## config.mk

```make
export PLATFORM = sky130hd
export DESIGN_NAME = seg7_scan_ctrl_flat
export DESIGN_NICKNAME = d
export VERILOG_FILES = /design/src/rtl/seg7_pkg.sv /design/src/rtl/seg7_scan_ctrl_if.sv /design/src/rtl/seg7_hex_decode.sv /design/src/rtl/seg7_scan_ctrl.sv /design/src/flat_wrapper.sv
export SDC_FILE = /design/constraint.sdc
export NUM_CORES = 1
export LEC_CHECK = 0
export BUFFER_PORTS_ARGS = -buffer_cell sky130_fd_sc_hd__buf_2
export CORE_MARGIN = 8
export CORE_UTILIZATION = 45
export DETAILED_ROUTE_END_ITERATION = 8
export GPL_TIMING_DRIVEN = 0
export HOLD_SLACK_MARGIN = 0.02
export PLACE_DENSITY = 0.66
export SETUP_SLACK_MARGIN = 0.1
export SYNTH_ARGS = -nofsm -noshare
export SYNTH_HDL_FRONTEND = slang
export SYNTH_SLANG_ARGS = --single-unit
export TNS_END_PERCENT = 5
```

## constraint.sdc

```tcl
create_clock -name clk -period 5.9 [get_ports clk]
set_input_delay 1.18 -clock clk [delete_from_list [all_inputs] [get_ports clk]]
set_output_delay 1.18 -clock clk [all_outputs]
set_load 0.03 [all_outputs]
```

## src/rtl/seg7_pkg.sv

```systemverilog
// Shared constants, reset values and FSM encoding for the two-digit
// seven-segment scan controller.
package seg7_pkg;

    // Register addresses
    localparam logic [1:0] ADDR_DIGIT0 = 2'd0;
    localparam logic [1:0] ADDR_DIGIT1 = 2'd1;
    localparam logic [1:0] ADDR_CTRL   = 2'd2;
    localparam logic [1:0] ADDR_PERIOD = 2'd3;

    // CTRL bit positions
    localparam int CTRL_EN  = 0;
    localparam int CTRL_RAW = 1;
    localparam int CTRL_INV = 2;

    // Register reset values
    localparam logic [7:0] RST_DIGIT  = 8'h00;
    localparam logic [2:0] RST_CTRL   = 3'b001;
    localparam logic [7:0] RST_PERIOD = 8'h0F;

    // Scan sequencer states
    typedef enum logic [2:0] {
        ST_IDLE  = 3'd0,
        ST_SHOW0 = 3'd1,
        ST_GAP0  = 3'd2,
        ST_SHOW1 = 3'd3,
        ST_GAP1  = 3'd4
    } state_e;

    // Pin pattern for a dark display, honouring output inversion
    function automatic logic [6:0] blank_pattern(input logic inv);
        return inv ? 7'h7F : 7'h00;
    endfunction

endpackage

```

## src/rtl/seg7_scan_ctrl_if.sv

```systemverilog
// Register access bus between the I2C target (master) and the scan
// controller (slave).
interface seg7_scan_ctrl_if;
    logic       wr_valid;
    logic [1:0] wr_addr;
    logic [7:0] wr_data;
    logic       rd_req;
    logic [1:0] rd_addr;
    logic [7:0] rd_data;
    logic       rd_valid;

    modport master (
        output wr_valid, wr_addr, wr_data, rd_req, rd_addr,
        input  rd_data, rd_valid
    );

    modport slave (
        input  wr_valid, wr_addr, wr_data, rd_req, rd_addr,
        output rd_data, rd_valid
    );
endinterface

```

## src/rtl/seg7_hex_decode.sv

```systemverilog
// Combinational hex nibble to seven-segment pattern (segment a on bit 0).
module seg7_hex_decode (
    input  logic [3:0] i_nibble,
    output logic [6:0] o_seg
);

    // Lookup of the segment pattern for each hex glyph
    always_comb begin
        o_seg = 7'h00;
        case (i_nibble)
            4'h0:    o_seg = 7'h3F;
            4'h1:    o_seg = 7'h06;
            4'h2:    o_seg = 7'h5B;
            4'h3:    o_seg = 7'h4F;
            4'h4:    o_seg = 7'h66;
            4'h5:    o_seg = 7'h6D;
            4'h6:    o_seg = 7'h7D;
            4'h7:    o_seg = 7'h07;
            4'h8:    o_seg = 7'h7F;
            4'h9:    o_seg = 7'h6F;
            4'hA:    o_seg = 7'h77;
            4'hB:    o_seg = 7'h7C;
            4'hC:    o_seg = 7'h39;
            4'hD:    o_seg = 7'h5E;
            4'hE:    o_seg = 7'h79;
            4'hF:    o_seg = 7'h71;
            default: o_seg = 7'h00;
        endcase
    end

endmodule

```

## src/rtl/seg7_scan_ctrl.sv

```systemverilog
// Two-digit multiplexed seven-segment scan controller. A register file is
// written/read over the bus; each frame snapshots the registers into shadows
// and scans SHOW0 -> GAP0 -> SHOW1 -> GAP1 with blanking gaps in between.
module seg7_scan_ctrl
    import seg7_pkg::*;
#(
    parameter int PRESCALE_W  = 8,
    parameter int DEAD_CYCLES = 4
) (
    input  logic                   clk,
    input  logic                   rst_n,
    seg7_scan_ctrl_if.slave        bus,
    output logic [6:0]             seg_pins_o,
    output logic                   seg_select_o,
    output logic                   frame_o
);

    localparam logic [7:0]            GAP_LAST  = 8'(DEAD_CYCLES - 1);
    localparam logic [PRESCALE_W-1:0] PRESC_MAX = {PRESCALE_W{1'b1}};
    localparam logic [PRESCALE_W-1:0] PRESC_ONE = PRESCALE_W'(1);

    // Live registers
    logic [7:0] r_digit0;
    logic [7:0] r_digit1;
    logic [2:0] r_ctrl;
    logic [7:0] r_period;

    // Per-frame shadows (digit bit 7 and EN are never displayed)
    logic [6:0] r_sh_digit0;
    logic [6:0] r_sh_digit1;
    logic       r_sh_raw;
    logic       r_sh_inv;
    logic [7:0] r_sh_period;

    state_e                r_state;
    state_e                w_next_state;
    logic [PRESCALE_W-1:0] r_presc;
    logic [PRESCALE_W-1:0] w_presc_next;
    logic [7:0]            r_cnt;
    logic [7:0]            w_cnt_next;

    logic       w_enter_show0;
    logic       w_enter_show1;
    logic       w_show;
    logic [6:0] w_sh_digit0;
    logic [6:0] w_sh_digit1;
    logic       w_sh_raw;
    logic       w_sh_inv;
    logic [6:0] w_digit;
    logic [6:0] w_hex;
    logic [6:0] w_seg_val;
    logic [6:0] w_pins_next;
    logic [7:0] w_rd_mux;

    // Register file writes; the new value is visible from the next cycle
    always_ff @(posedge clk) begin
        if (!rst_n) begin
            r_digit0 <= RST_DIGIT;
            r_digit1 <= RST_DIGIT;
            r_ctrl   <= RST_CTRL;
            r_period <= RST_PERIOD;
        end else if (bus.wr_valid) begin
            case (bus.wr_addr)
                ADDR_DIGIT0: r_digit0 <= bus.wr_data;
                ADDR_DIGIT1: r_digit1 <= bus.wr_data;
                ADDR_CTRL:   r_ctrl   <= bus.wr_data[2:0];
                ADDR_PERIOD: r_period <= bus.wr_data;
                default:     r_digit0 <= r_digit0;
            endcase
        end
    end

    // Read mux over the live registers
    always_comb begin
        w_rd_mux = 8'h00;
        case (bus.rd_addr)
            ADDR_DIGIT0: w_rd_mux = r_digit0;
            ADDR_DIGIT1: w_rd_mux = r_digit1;
            ADDR_CTRL:   w_rd_mux = {5'b00000, r_ctrl};
            ADDR_PERIOD: w_rd_mux = r_period;
            default:     w_rd_mux = 8'h00;
        endcase
    end

    // Read response one cycle after the request; sampling before the write
    // lands makes a colliding read return the old value
    always_ff @(posedge clk) begin
        if (!rst_n) begin
            bus.rd_valid <= 1'b0;
            bus.rd_data  <= 8'h00;
        end else begin
            bus.rd_valid <= bus.rd_req;
            bus.rd_data  <= bus.rd_req ? w_rd_mux : 8'h00;
        end
    end

    // Next state and counters: prescaler ticks count PERIOD+1 scan steps
    // per SHOW, r_cnt doubles as the gap cycle counter
    always_comb begin
        w_next_state = r_state;
        w_presc_next = r_presc;
        w_cnt_next   = r_cnt;
        if (!r_ctrl[CTRL_EN]) begin
            w_next_state = ST_IDLE;
            w_presc_next = '0;
            w_cnt_next   = 8'd0;
        end else begin
            case (r_state)
                ST_IDLE: begin
                    w_next_state = ST_SHOW0;
                    w_presc_next = '0;
                    w_cnt_next   = 8'd0;
                end
                ST_SHOW0, ST_SHOW1: begin
                    w_presc_next = r_presc + PRESC_ONE;
                    if (r_presc == PRESC_MAX) begin
                        if (r_cnt == r_sh_period) begin
                            w_next_state = (r_state == ST_SHOW0) ? ST_GAP0 : ST_GAP1;
                            w_cnt_next   = 8'd0;
                        end else begin
                            w_cnt_next = r_cnt + 8'd1;
                        end
                    end else begin
                        w_cnt_next = r_cnt;
                    end
                end
                ST_GAP0, ST_GAP1: begin
                    w_presc_next = '0;
                    if (r_cnt == GAP_LAST) begin
                        w_next_state = (r_state == ST_GAP0) ? ST_SHOW1 : ST_SHOW0;
                        w_cnt_next   = 8'd0;
                    end else begin
                        w_cnt_next = r_cnt + 8'd1;
                    end
                end
                default: begin
                    w_next_state = ST_IDLE;
                    w_presc_next = '0;
                    w_cnt_next   = 8'd0;
                end
            endcase
        end
    end

    // State and counter registers
    always_ff @(posedge clk) begin
        if (!rst_n) begin
            r_state <= ST_IDLE;
            r_presc <= '0;
            r_cnt   <= 8'd0;
        end else begin
            r_state <= w_next_state;
            r_presc <= w_presc_next;
            r_cnt   <= w_cnt_next;
        end
    end

    // Shadow values seen by the display in the coming cycle; on a SHOW0
    // entry these are the pre-write live values being captured
    always_comb begin
        w_enter_show0 = (w_next_state == ST_SHOW0) && (r_state != ST_SHOW0);
        w_enter_show1 = (w_next_state == ST_SHOW1) && (r_state != ST_SHOW1);
        w_show        = (w_next_state == ST_SHOW0) || (w_next_state == ST_SHOW1);
        if (w_enter_show0) begin
            w_sh_digit0 = r_digit0[6:0];
            w_sh_digit1 = r_digit1[6:0];
            w_sh_raw    = r_ctrl[CTRL_RAW];
            w_sh_inv    = r_ctrl[CTRL_INV];
        end else begin
            w_sh_digit0 = r_sh_digit0;
            w_sh_digit1 = r_sh_digit1;
            w_sh_raw    = r_sh_raw;
            w_sh_inv    = r_sh_inv;
        end
    end

    // Shadow capture on each frame start
    always_ff @(posedge clk) begin
        if (!rst_n) begin
            r_sh_digit0 <= RST_DIGIT[6:0];
            r_sh_digit1 <= RST_DIGIT[6:0];
            r_sh_raw    <= RST_CTRL[CTRL_RAW];
            r_sh_inv    <= RST_CTRL[CTRL_INV];
            r_sh_period <= RST_PERIOD;
        end else if (w_enter_show0) begin
            r_sh_digit0 <= r_digit0[6:0];
            r_sh_digit1 <= r_digit1[6:0];
            r_sh_raw    <= r_ctrl[CTRL_RAW];
            r_sh_inv    <= r_ctrl[CTRL_INV];
            r_sh_period <= r_period;
        end
    end

    seg7_hex_decode u_hex (
        .i_nibble (w_digit[3:0]),
        .o_seg    (w_hex)
    );

    // Segment pattern for the state being entered
    always_comb begin
        w_digit   = (w_next_state == ST_SHOW1) ? w_sh_digit1 : w_sh_digit0;
        w_seg_val = w_sh_raw ? w_digit : w_hex;
        if (w_show) begin
            w_pins_next = w_seg_val ^ {7{w_sh_inv}};
        end else begin
            w_pins_next = blank_pattern(r_ctrl[CTRL_INV]);
        end
    end

    // Registered display outputs aligned with the state register
    always_ff @(posedge clk) begin
        if (!rst_n) begin
            seg_pins_o   <= 7'h00;
            seg_select_o <= 1'b0;
            frame_o      <= 1'b0;
        end else begin
            seg_pins_o <= w_pins_next;
            frame_o    <= w_enter_show0;
            if (w_enter_show0) begin
                seg_select_o <= 1'b0;
            end else if (w_enter_show1) begin
                seg_select_o <= 1'b1;
            end else begin
                seg_select_o <= seg_select_o;
            end
        end
    end

endmodule

```

## src/flat_wrapper.sv

```systemverilog
// flat-port wrapper written by rule: the top's interface ports become plain ports
module seg7_scan_ctrl_flat import seg7_pkg::*;
#(
    parameter int PRESCALE_W  = 8,
    parameter int DEAD_CYCLES = 4
)
  (clk, rst_n, seg_pins_o, seg_select_o, frame_o, bus_wr_valid, bus_wr_addr, bus_wr_data, bus_rd_req, bus_rd_addr, bus_rd_data, bus_rd_valid);
  seg7_scan_ctrl_if bus_i ();
  input  logic clk;
  input  logic rst_n;
  output logic [6:0] seg_pins_o;
  output logic seg_select_o;
  output logic frame_o;
  input wire logic [$bits(bus_i.wr_valid)-1:0] bus_wr_valid;
  input wire logic [$bits(bus_i.wr_addr)-1:0] bus_wr_addr;
  input wire logic [$bits(bus_i.wr_data)-1:0] bus_wr_data;
  input wire logic [$bits(bus_i.rd_req)-1:0] bus_rd_req;
  input wire logic [$bits(bus_i.rd_addr)-1:0] bus_rd_addr;
  output wire logic [$bits(bus_i.rd_data)-1:0] bus_rd_data;
  output wire logic [$bits(bus_i.rd_valid)-1:0] bus_rd_valid;
  assign bus_i.wr_valid = bus_wr_valid;
  assign bus_i.wr_addr = bus_wr_addr;
  assign bus_i.wr_data = bus_wr_data;
  assign bus_i.rd_req = bus_rd_req;
  assign bus_i.rd_addr = bus_rd_addr;
  assign bus_rd_data = bus_i.rd_data;
  assign bus_rd_valid = bus_i.rd_valid;
  seg7_scan_ctrl #(.PRESCALE_W(PRESCALE_W), .DEAD_CYCLES(DEAD_CYCLES)) u_core (.clk(clk), .rst_n(rst_n), .bus(bus_i), .seg_pins_o(seg_pins_o), .seg_select_o(seg_select_o), .frame_o(frame_o));
endmodule
```

== Yosys cells after proc, flatten, opt, wreduce, memory -nomap -nowiden ==
Memory sizes are Yosys's and may differ from the RTL's.
Cells that the tools add are included.
W data, S select, Z words.

* Register bits: 88
* Memory bits (read-only): 112
* Memories kept: 1

{| class="wikitable"
|+ Memories
! memory !! depth !! bits a word !! rd ports !! clocked after Yosys merged registers in !! write ports !! RTL line !! source
|-
| (name not given) || 16 || 7 || 1 || 0 || 0 || seg7_hex_decode.sv:10 || <nowiki>case (i_nibble)</nowiki>
|}

* Add/subtract/negate cells: 2
* Equality and inequality tests: 18
* Multiplexer cells: 20
* Bitwise logic cells: 2
* Reductions and logical operators: 16

{| class="wikitable"
|+ Operators by type and width
! kind !! number
|-
| $mux W7 || 6
|-
| $pmux W8 S4 || 1
|-
| $mux W8 || 3
|-
| $add A8 B1 Y8 const B || 2
|-
| $pmux W8 S2 || 1
|-
| $mux W3 || 5
|-
| $reduce_and A2 Y1 || 6
|-
| $eq A3 B2 Y1 const B || 3
|-
| $pmux W3 S3 || 1
|-
| $eq A2 B2 Y1 const B || 4
|-
| $eq A8 B2 Y1 const B || 1
|-
| $eq A8 B8 Y1 || 1
|-
| $eq A8 B8 Y1 const B || 1
|-
| $xor A7 B7 Y7 || 1
|-
| $eq A3 B1 Y1 const B || 2
|-
| $reduce_or A2 Y1 || 3
|-
| $eq A2 B1 Y1 const B || 2
|-
| $logic_not A2 Y1 || 2
|-
| $eq A3 B3 Y1 const B || 1
|-
| $logic_not A3 Y1 || 1
|-
| $ne A3 B1 Y1 const B || 1
|-
| $ne A3 B2 Y1 const B || 1
|-
| $reduce_and A3 Y1 || 1
|-
| $logic_and A1 B1 Y1 || 2
|-
| 5 further kinds || 6
|}

== Logic depth before layout (Yosys ltp) ==
An unclocked memory read counts as a cell.

* Word-level depth: 14
* Mapped depth: 14

== Cells and area by module ==
From an unflattened synthesis, not the netlist that was laid out.

* Cell total of the unflattened synthesis: 466
* Area total of the unflattened synthesis: 4176.5 µm²

{| class="wikitable"
|+ By module, submodules not included
! module !! times used !! cells each !! area an instance (µm²) !! seq. area each (µm²)
|-
| seg7_scan_ctrl || 1 || 433 || 3886.2 || 1761.7
|-
| seg7_hex_decode || 1 || 33 || 290.3 || 0.0
|}

== Least setup slack after synthesis ==
Ideal clock, no wire load.

* Path kind: reg2reg
* Start point: register u_core.r_cnt[0]
* End point: register u_core.seg_pins_o[1]
* Library setup time: 0.127 ns
* Data arrival time: 2.971 ns
* Required time: 5.773 ns
* Setup slack: 2.802 ns
* Stages on the path, launching flop included: 14
* Cells stage by stage: dfxtp_1 -> ha_1 -> nor4b_2 -> nand2_1 -> a21o_1 -> buf_2 -> a31oi_1 -> inv_1 -> ha_1 -> o21ai_0 -> o32ai_1 -> a21oi_1 -> mux2i_1 -> o211ai_1

* Word-level cells in the longest chain between the ends: 13
* Elaborated cells on any way between the ends: 20
* Classes of those cells: 4 x eq/ne; 12 x mux; 1 x bitwise; 2 x reduce/logical; 1 x memory

{| class="wikitable"
|+ RTL lines
! item !! RTL line !! source
|-
| from (decl) || seg7_scan_ctrl.sv:39 || <nowiki>logic [7:0] r_cnt;</nowiki>
|-
| from (signal assigned) || seg7_scan_ctrl.sv:154 || <nowiki>r_cnt <= w_cnt_next;</nowiki>
|-
| $eq A8 B8 Y1 || seg7_scan_ctrl.sv:117 || <nowiki>if (r_cnt == r_sh_period) begin</nowiki>
|-
| $mux W3 || seg7_scan_ctrl.sv:117 ||
|-
| $mux W3 || seg7_scan_ctrl.sv:116 || <nowiki>if (r_presc == PRESC_MAX) begin</nowiki>
|-
| $pmux W3 S3 (*) || seg7_scan_ctrl.sv:108 || <nowiki>case (r_state)</nowiki>
|-
| $mux W3 (*) || seg7_scan_ctrl.sv:103 || <nowiki>if (!r_ctrl[CTRL_EN]) begin</nowiki>
|-
| $eq A3 B1 Y1 || seg7_scan_ctrl.sv:161, seg7_scan_ctrl.sv:163 ||
|-
| $logic_and A1 B1 Y1 || seg7_scan_ctrl.sv:161 || <nowiki>w_enter_show0 = (w_next_state == ST_SHOW0) && (r_state != ST_SHOW0);</nowiki>
|-
| $mux W7 || seg7_scan_ctrl.sv:164 || <nowiki>if (w_enter_show0) begin</nowiki>
|-
| $mux W7 || seg7_scan_ctrl.sv:201 || <nowiki>w_digit = (w_next_state == ST_SHOW1) ? w_sh_digit1 : w_sh_digit0;</nowiki>
|-
| $mem_v2 Z16 W7 || - ||
|-
| $mux W7 || seg7_scan_ctrl.sv:202 || <nowiki>w_seg_val = w_sh_raw ? w_digit : w_hex;</nowiki>
|-
| $xor A7 B7 Y7 || seg7_scan_ctrl.sv:204 || <nowiki>w_pins_next = w_seg_val ^ {7{w_sh_inv}};</nowiki>
|-
| $mux W7 (*) || seg7_scan_ctrl.sv:203 || <nowiki>if (w_show) begin</nowiki>
|-
| to (signal assigned) || seg7_scan_ctrl.sv:217 || <nowiki>seg_pins_o <= w_pins_next;</nowiki>
|-
| to (decl) || seg7_scan_ctrl.sv:13 || <nowiki>output logic [6:0] seg_pins_o,</nowiki>
|}

Mark *: on every way between the ends. The rest lies on a longest branch, timed or not.
A chain may end at the register's enable or synchronous reset.

== Worst setup path in the final report ==
Ends and elaborated chain as after synthesis.

==> impl_results.md <==
- Antenna diode instance count: 0
- DP HPWL: 7200 um
- Setup Total Neg Slack: 0 ps
- CTS max path bufs: 2
- PortBufs: 33
- Detailed-route via count: 3475
- Critical path launch point type: register
- XOR/XNOR Fraction of Synth Area: 5.74%
- Min-delay src: u_core.r_sh_digit1[4]$_SDFF_PN0_
- CP Capture Type: register
- Post-synthesis compound-gate area fraction: 12.4%
- H-tree depth: 3
- P_leak: 1.94 nW
- Die area: 12800 um2
- Post-Synth Adder-Cell Area: 2.59%
- Crit path from: u_core.r_cnt[0]$_SDFFE_PN0P_
- Synth Warn #: 0
- FFs w/ async S/R, synth: 0%
- Cell with the most instances after synthesis: dfxtp_1
- Chip width: 113 um
- Clk slew on worst S/H paths: 90 ps
- Most common flop cell mapped by yosys: dfxtp_1
- Worst path cell trace: ha_1 -> nor4b_2 -> nand2_1 -> a21o_1 -> buf_2 -> a31oi_1 -> inv_1 -> ha_1 -> o21ai_0 -> o32ai_1 -> a21oi_1 -> mux2i_1 -> o211ai_1
- VDD IR-drop max: 144 uV
- Gate Count Post-Synth: 470
- Clock sinks: 88
- Post-cts sizing count: 0
- FP Rows: 35
- Status: finished, final reports clean
- Final Hold Fails: 0
- Global Route met3 Usage: 2.40%
- Count of state elements after synthesis: 88
- Synth top area share: 41.5%
- Post-synthesis simple-gate area fraction: 24.9%
- CTS buffer count: 9
- Initial antenna violation count: 0
- Slew @ Worst Pin: 694 ps
- CP most frequent cell: ha_1
- DRC Markers: 0
- Register area: 1760 um2
- List of most frequent post-synthesis cells: dfxtp_1, nand2_1, mux2i_1
- Largest net degree at the start of global routing: 17
- Largest family of logic cells by synthesized area: simple AND/OR/NAND/NOR gates
- Reg2Reg Launch Point: u_core.r_cnt[0]$_SDFFE_PN0P_
- Crit path kind: register to register
- Core area: 9200 um2
- Area of the multi-input gates: 2360 um2
- Met2 global-route usage: 26.7%
- # IOs: 34
- Mapped Nets: 494
- Max transition margin: 53.7%
- # fillers: 888
- Slew Limit Fails: 0
- WP data arrival: 4050 ps
- Post-DR vias/cell: 5.52
- DRT iter0 DRCs: 184
- Setup Skew: 12.3 ps
- Drt pass-1 iters: 6
- Nets: 538
- Worst path bufs/invs: 2
- Share of layout cells above drive strength 1: 14.6%
- HP Class: register to register
- PwrDens: 260 nW/um2
- Final GP Congestion: 0.838
- Synthesized area: 4250 um2
- First-pass GRT wire length: 16300 um
- Setup Viol. Count Final: 0
- Max Cap Viol: 0
- Area Overhead vs Synth: 11.9%
- Final Cycle Share: 64.7%
- Worst EP required: 6140 ps
- CTS tree: done
- Slowest CP cell: a31oi_1
- # placed instances: 614
- Max frequency: 262 MHz
- Number of synthesized flops with an enable pin: 0
- Synth area leaders: dfxtp_1, mux2i_1, nand2_1, nor2b_1, a21boi_0
- Final ANT Viol Nets: 0
- DRT Wirelength: 9800 um
- Total grt overflow: 0
- CTS root buffer: clkbuf_8
- Crit-path leading delay family: compound AO/OA/AOI/OAI gates
- Non-Filler Instances: 630
- Netlist cell types: 61
- Hold Buf Count CTS: 0
- Yosys top cell by area: dfxtp_1
- RSZ-0062 raised after global routing: false
- Multiplexer share of the synthesized area: 9.89%
- Die height: 113 um
- Most used routing layer: met2
- Vias in the first global route: 3353
- Global routing usage on met1: 19.3%
- Starting Density: 46.2%
- GRT Total Usage: 15.8%
- Wire length per cell: 15.5 um
- Min Tclk post-route: 3820 ps
- Seq/Total Area, Yosys: 41.5%
- Max incr delay on CP: 500 ps
- Worst skew pair latency: 360 ps
- Setup Buffers After CTS: 0
- Syn_area_per_cell: 9.04 um2
- Max FO, Critical Path: 10
flip-flops by register name (all words and copies together), names as in the netlist, 7 cells and up:
name,flops
u_core.r_period,8
u_core.r_cnt,8
u_core.r_digit1,8
u_core.r_sh_period,8
u_core.r_digit0,8
u_core.r_sh_digit1,7
u_core.bus.rd_data,8
u_core.r_presc,8
u_core.seg_pins_o,7
u_core.r_sh_digit0,7
cell usage in the layout, fill, tap and decap left out, types with 3 or more instances in the layout:
| cell | n |
|---|---|
| clkbuf_1 | 15 |
| o21ai_0 | 5 |
| o211a_1 | 3 |
| and2_1 | 6 |
| dfxtp_1 | 88 |
| mux2i_1 | 33 |
| o31ai_1 | 3 |
| mux4_2 | 3 |
| buf_1 | 3 |
| ha_1 | 8 |
| nand4_1 | 6 |
| o211ai_2 | 3 |
| nor2_1 | 32 |
| nor2b_1 | 25 |
| o22ai_1 | 3 |
| clkbuf_8 | 9 |
| a21boi_0 | 20 |
| nand3_1 | 24 |
| xor2_1 | 10 |
| xnor2_1 | 16 |
| nand2_1 | 81 |
| o211ai_1 | 3 |
| a21oi_1 | 15 |
| a31oi_1 | 7 |
| nor3_1 | 5 |
| buf_2 | 36 |
| inv_1 | 9 |
cell type report:
class	count	area share (%)
Multi-Input combinational cell	351	49.6
Inverter	9	0.711
Sequential cell	88	37.1
Timing Repair Buffer	33	3.47
Clock buffer	9	2.61
Buffer	22	1.97
Clock inverter	7	1.63
Tap cell	111	2.92
worst paths after layout:
check | endpoint | slack [ps] | depth (start not counted)
worst max-delay path | u_core.seg_pins_o[1]$_SDFF_PN0_ | 2080 | 13
worst min-delay path | u_core.r_sh_digit1[4]$_SDFF_PN0_ | 470 | 2
worst max register to register | u_core.seg_pins_o[1]$_SDFF_PN0_ | 2080 | 13
worst min register to register | u_core.r_sh_digit1[4]$_SDFF_PN0_ | 470 | 2
layer usage:
metal	vias to the layer above	share of wire, %
li1	1719	-
met1	1668	45
met2	73	49
met3	15	3.5
met4	0	2.0
met5	-	0
report_power, final:
| part | switching [W] | internal, W | total (W) |
|---|---|---|---|
| registers | 0.0000151 | 0.000617 | 0.000632 |
| logic | 0.000113 | 0.0000652 | 0.000178 |
| clock network | 0.000227 | 0.000199 | 0.000427 |
| total | 0.000355 | 0.000882 | 0.00124 |
cells by family after synthesis:
group,Yosys count
adder cells (fa/ha/maj),9
AO/OA/AOI/OAI,74
multiplexers,38
XOR/XNOR,27
buffers and inverters,31
AND/OR/NAND/NOR,203
flip-flops,88
per-stage QoR:
stage / cell area (um2) / utilization (%) / hold slack, ps / total power, W / setup WS (ps)
2_1_floorplan: 4250 / - / 436 / 0.000772 / 2800
3_3_place_gp: 4550 / 49.5 / 452 / 0.000820 / 2200
3_5_place_dp: 4550 / 49.5 / 460 / 0.000823 / 2100
4_1_cts: 4750 / 51.7 / 472 / 0.00125 / 2080
5_1_grt: 4750 / 51.7 / 494 / 0.00129 / 1750
6_report: 4750 / 51.7 / 466 / 0.00124 / 2080
worst register-to-register path: stages, from the launching register on:
cell	delay (ps)
dfxtp_1	470
ha_1	260
nor4b_2	280
nand2_1	210
a21o_1	300
buf_2	220
a31oi_1	500
inv_1	210
ha_1	340
o21ai_0	110
o32ai_1	390
a21oi_1	120
mux2i_1	160
o211ai_1	110
No activity file was read; power rests on OpenSTA's default activity.
